<file path="src/rtl/fifo_stream_reader.sv">
// Converts the registered-q FIFO read port into a valid/ready stream via a 3-entry skid buffer.
// Optional packet framing (m_last) is enabled by defining FIFO_STREAM_LAST_EN.
module fifo_stream_reader #(
  parameter int WIDTH   = 8,
  parameter int PKT_LEN = 16
) (
  input  logic             clk,
  input  logic             rst,
  input  logic             run,
  input  logic             fifo_empty,
  input  logic [WIDTH-1:0] fifo_q,
  output logic             fifo_pop,
  output logic             m_valid,
  input  logic             m_ready,
  output logic [WIDTH-1:0] m_data
`ifdef FIFO_STREAM_LAST_EN
  ,
  output logic             m_last
`endif
);

  if (PKT_LEN < 1) begin : g_bad_pkt_len
    $error("fifo_stream_reader: PKT_LEN must be >= 1");
  end

  function automatic logic [1:0] ptr_inc(input logic [1:0] p);
    case (p)
      2'd0:    ptr_inc = 2'd1;
      2'd1:    ptr_inc = 2'd2;
      default: ptr_inc = 2'd0;
    endcase
  endfunction

  logic [WIDTH-1:0] buf_mem_q [0:2];
  logic [WIDTH-1:0] buf_mem_d [0:2];
  logic [1:0]       wr_ptr_q, wr_ptr_d;
  logic [1:0]       rd_ptr_q, rd_ptr_d;
  logic [1:0]       occ_q, occ_d;
  logic             infl_q, infl_d;
  logic [2:0]       credit_s;
  logic             fire_s;

  // Pop only while buffered plus in-flight words leave a free slot.
  always_comb begin
    credit_s = {1'b0, occ_q} + {2'b00, infl_q};
    fifo_pop = rst & run & ~fifo_empty & (credit_s < 3'd3);
    m_valid  = rst & (occ_q != 2'd0);
    m_data   = buf_mem_q[rd_ptr_q];
    fire_s   = m_valid & m_ready;
  end

  // Next-state for buffer, pointers and occupancy.
  always_comb begin
    buf_mem_d = buf_mem_q;
    infl_d    = fifo_pop;
    if (infl_q) begin
      buf_mem_d[wr_ptr_q] = fifo_q;
      wr_ptr_d            = ptr_inc(wr_ptr_q);
    end else begin
      wr_ptr_d = wr_ptr_q;
    end
    if (fire_s) begin
      rd_ptr_d = ptr_inc(rd_ptr_q);
    end else begin
      rd_ptr_d = rd_ptr_q;
    end
    occ_d = occ_q + {1'b0, infl_q} - {1'b0, fire_s};
  end

  // Control state; an in-flight word is dropped by clearing infl on reset.
  always_ff @(posedge clk) begin
    if (!rst) begin
      wr_ptr_q <= 2'd0;
      rd_ptr_q <= 2'd0;
      occ_q    <= 2'd0;
      infl_q   <= 1'b0;
    end else begin
      wr_ptr_q <= wr_ptr_d;
      rd_ptr_q <= rd_ptr_d;
      occ_q    <= occ_d;
      infl_q   <= infl_d;
    end
  end

  // Data storage needs no reset: entries are only read once occ covers them.
  always_ff @(posedge clk) begin
    buf_mem_q <= buf_mem_d;
  end

`ifdef FIFO_STREAM_LAST_EN
  localparam int CW = $clog2(PKT_LEN) + 1;
  localparam logic [CW-1:0] LAST_IDX = CW'(PKT_LEN - 1);

  logic [CW-1:0] wcnt_q, wcnt_d;

  // Word-in-packet counter advances on each accepted word.
  always_comb begin
    m_last = m_valid & (wcnt_q == LAST_IDX);
    if (fire_s) begin
      wcnt_d = (wcnt_q == LAST_IDX) ? {CW{1'b0}} : wcnt_q + CW'(1);
    end else begin
      wcnt_d = wcnt_q;
    end
  end

  // Packet counter register.
  always_ff @(posedge clk) begin
    if (!rst) begin
      wcnt_q <= {CW{1'b0}};
    end else begin
      wcnt_q <= wcnt_d;
    end
  end
`endif

endmodule

</file>
<file path="config.mk">
export PLATFORM = sky130hd
export DESIGN_NAME = fifo_stream_reader
export DESIGN_NICKNAME = d
export VERILOG_FILES = /design/src/rtl/fifo_stream_reader.sv
export SDC_FILE = /design/constraint.sdc
export NUM_CORES = 1
export LEC_CHECK = 0
export BUFFER_PORTS_ARGS = -buffer_cell sky130_fd_sc_hd__buf_4
export CAP_MARGIN = 20
export CORE_MARGIN = 2
export CORE_UTILIZATION = 48
export DETAILED_ROUTE_END_ITERATION = 8
export GPL_TIMING_DRIVEN = 0
export PLACE_DENSITY = 0.75
export SYNTH_ARGS = -nofsm -noshare
export SYNTH_HDL_FRONTEND = slang
export SYNTH_SLANG_ARGS = --single-unit
</file>
<file path="constraint.sdc">
create_clock -name clk -period 1.5 [get_ports clk]
set_input_delay 0.3 -clock clk [delete_from_list [all_inputs] [get_ports clk]]
set_output_delay 0.3 -clock clk [all_outputs]
set_load 0.01 [all_outputs]
</file>
==> results.md <==
- Worst setup slack after placement: -0.2001 ns
- RSZ-0062 raised after global routing: true
- DR iter-0 viols: 20
- P_leak: 0.6357 nW
- Worst Setup Path Type: register to output port
- Root Buffer Master: sky130_fd_sc_hd__clkbuf_4
- IR drop worst, VDD: around 0.0011 V
- Final slew viol count: 0
- Number of antenna cells inserted: 0
- Number of cells on the worst hold path: 2
- Final #Nets: 132
- Largest net degree at the start of global routing: 11
- Number of flops mapped to enable cells by yosys: 24
- Clock latency reported for the late side of the worst-skew pair: 0.33 ns
- Synthesized flop and latch total: 31
- Primary flip-flop cell chosen by synthesis mapping: sky130_fd_sc_hd__edfxtp_1
- Ports: 23
- Most frequent cell after synthesis: sky130_fd_sc_hd__edfxtp_1
- Distinct cell type count of the synthesized netlist: 21
- Number of standard-cell rows in the floorplan: 18
- Final setup skew: approximately 0.010 ns
- Vertical die dimension: 55.59 um
- Via count of the first global-routing pass: 840
- DRC Markers: 0
- Critical Path End Type: output port
- Clk slew on worst S/H paths: 0.08 ns
- TritonCTS clock tree: done
- Fillers: roughly 180
- Mapped Cells: 81
- Count of endpoints failing setup in the final report: 12
- First-pass GRT wire length: 3933 um
- Max-cap viol count: 0
- Number of routed nets with antenna violations: 0
- Cell chain of the critical path: ha_4 > ha_4 > a2111oi_4 > buf_4
- Aggregate global-route resource usage: 0.1736
- Router iterations before antenna repair: 4
- Synthesized area: 1277 um2
- IO buf count: 21
- Largest fanout on the critical path: 2
- Total cell area at the placement stage: around 1500 um2
- Top cells by area, synth: sky130_fd_sc_hd__edfxtp_1 (56%), sky130_fd_sc_hd__dfxtp_1 (11%), sky130_fd_sc_hd__mux2i_1 (7.8%)
- Count of yosys warnings during synthesis: 0
- Per-cell via count in the routed design: 5.260
- Share of async-settable or async-resettable flops after synthesis: 0
- Failing checks: setup timing
- Final Hold Vio Count: 0
- Min cycle time layout: 1.798 ns
- WL/cell: 15.87 um
- Initial antenna violation count: 0
- Hpwl dp: 1489 um
- Required time at the endpoint of the critical path: 1.20 ns
- Worst-case hold slack: 0.1494 ns
- Slowest CP cell: sky130_fd_sc_hd__dfxtp_4
- Top cells by instance count after synthesis: sky130_fd_sc_hd__edfxtp_1 (24), sky130_fd_sc_hd__mux2i_1 (10), sky130_fd_sc_hd__o2bb2ai_1 (8)
- Global route overflow: 0
- Most common cell on crit path: sky130_fd_sc_hd__ha_4
- Inst Count DP: ~130
- Sequential area share after synthesis: 0.6738
- Area enclosed by the die boundary: a little over 3000 um2
- Starting density of the core: 0.5110
- DIE WIDTH: 55.59 um
- Post-synthesis cell type with the largest combined area: sky130_fd_sc_hd__edfxtp_1
- Final wirelength: 2317 um
- Count of H-tree levels built during CTS: 2
- Transition time at the pin with the least slew margin: between 0.5 and 0.6 ns
- Pwr dens: 1076 nW/um2
- Highest clock frequency the design can meet: 556.2 MHz
- Area fraction of the dominant cell type after synthesis: 0.5642
- Minimum setup slack in the final design: -0.2979 ns
- Class of the tightest hold or removal check: input port to register
- Post-layout util: 0.6827
- Proportion of layout cells with a drive suffix above 1: 0.4655
- Arrival time at the worst endpoint: about 1.5 ns
- Worst Reg2Reg Path Length in Cells: 8
- Final weighted congestion in routability-driven placement: 0.6971
- Syn Nets: 98
- Post-route insts no fill: 146
- Clock sink count: 31
- Critical path's largest stage delay: 0.36 ns
- Average footprint of a synthesized cell: 15.77 um2
- Total via count in the routed design: 768
- Element type at the critical path start: register
- Slew margin rel.: 0.6487
- Final period util: 1.199
- Area Overhead vs Synth: 33.59%
- Non-Filler Cell Area, Final: ~1700 um2
- Run status: finished, violations left
- Number of buffers created by CTS: 5
- Longest Clk Path Bufs: 2
- Core Area: ~2500 um2
-- registers in the layout, summed over array words and instances, names as in the netlist --
register,count
rd_ptr_q,2
wr_ptr_q,2
occ_q,2
buf_mem_q,24
infl_q,1
-- metrics by stage --
stage / setup TNS, ns / power (W)
after floorplan: 0 / 0.001104
after global placement: -3.625 / 0.001184
after detailed placement: -1.176 / 0.001193
after CTS: -1.049 / 0.001833
after global routing: -1.939 / 0.001924
final: -1.048 / 0.001836
-- path summary, 6_finish.rpt --
path	endpoint	startpoint	slack, ns
setup / recovery	fifo_pop	infl_q$_SDFF_PN0_	-0.30
hold / removal	infl_q$_SDFF_PN0_	fifo_empty	0.15
setup reg to reg	occ_q[1]$_SDFF_PN0_	occ_q[0]$_SDFF_PN0_	-0.15
hold reg to reg	rd_ptr_q[0]$_SDFFE_PN0P_	rd_ptr_q[1]$_SDFFE_PN0P_	0.56
-- area by class of cell --
type                            instances  area (um2)  share of cell area
Clock inverter                          3       38.79             0.02273
Sequential cell                        31       870.8              0.5103
Multi-Input combinational cell         43       461.7              0.2705
Clock buffer                            5       37.54             0.02199
Timing Repair Buffer                   27       206.4              0.1210
Buffer                                  4       42.54             0.02493
Tap cell                               30       37.54             0.02199
Inverter                                3       11.26            0.006598
-- layout by cell type, fill, tap and decap left out, drive strengths merged --
cell type  count
o2bb2ai        8
dfxtp          7
o21ai          1
a21boi         1
nor3b          2
inv            3
o21a           2
mux2i         10
xnor3          1
nor2b          3
buf           30
clkbuf         6
edfxtp        24
nand2          3
bufinv         1
and2           2
nand2b         1
nand3b         2
or3b           1
clkinv         2
a2111oi        2
ha             4
-- routing by layer --
metal | vias up | share of wire | global-route usage
li1 | 377 | - | -
met1 | 367 | 0.41 | 0.2053
met2 | 17 | 0.54 | 0.2908
met3 | 7 | 0.036 | 0.06279
met4 | 0 | 0.016 | 0.06272
met5 | - | 0 | 0
-- logic make-up (layout without fill, tap and decap cells) --
family                     after synthesis  count (layout)  share of synthesized area
AOI/OAI and AO/OA                       14              14                    0.09598
xor gates and xnor gates                 1               1                    0.01763
adders and majority gates                4               4                    0.03918
buffers and inverters                    7              42                    0.02644
DFF                                     31              31                     0.6738
muxes                                   10              10                    0.07836
and+or+nand+nor                         14              14                    0.06856
-- power by group --
group / total (W) / internal [W] / switching, W
sequential: 0.000966 / 0.000947 / 0.0000193
clock: 0.000610 / 0.000342 / 0.000268
combinational: 0.000260 / 0.000150 / 0.000109
-- repair_timing --
item | 4_1_cts | 5_1_grt
hold buffers | 0 | 0
setup buffers | 4 | 0
pin swaps | 8 | 2
setup endpoints to repair | 16 | 20
cloned | 1 | 0
gates resized for setup | 17 | 7
-- worst max-delay path: cells and delay by family, from the launching register on --
family	cells	cell delay [ns]
adders and majority gates	2	0.38
DFF	1	0.36
buffers and inverters	1	0.17
AOI/OAI and AO/OA	1	0.28
No activity file was read; power rests on OpenSTA's default activity.
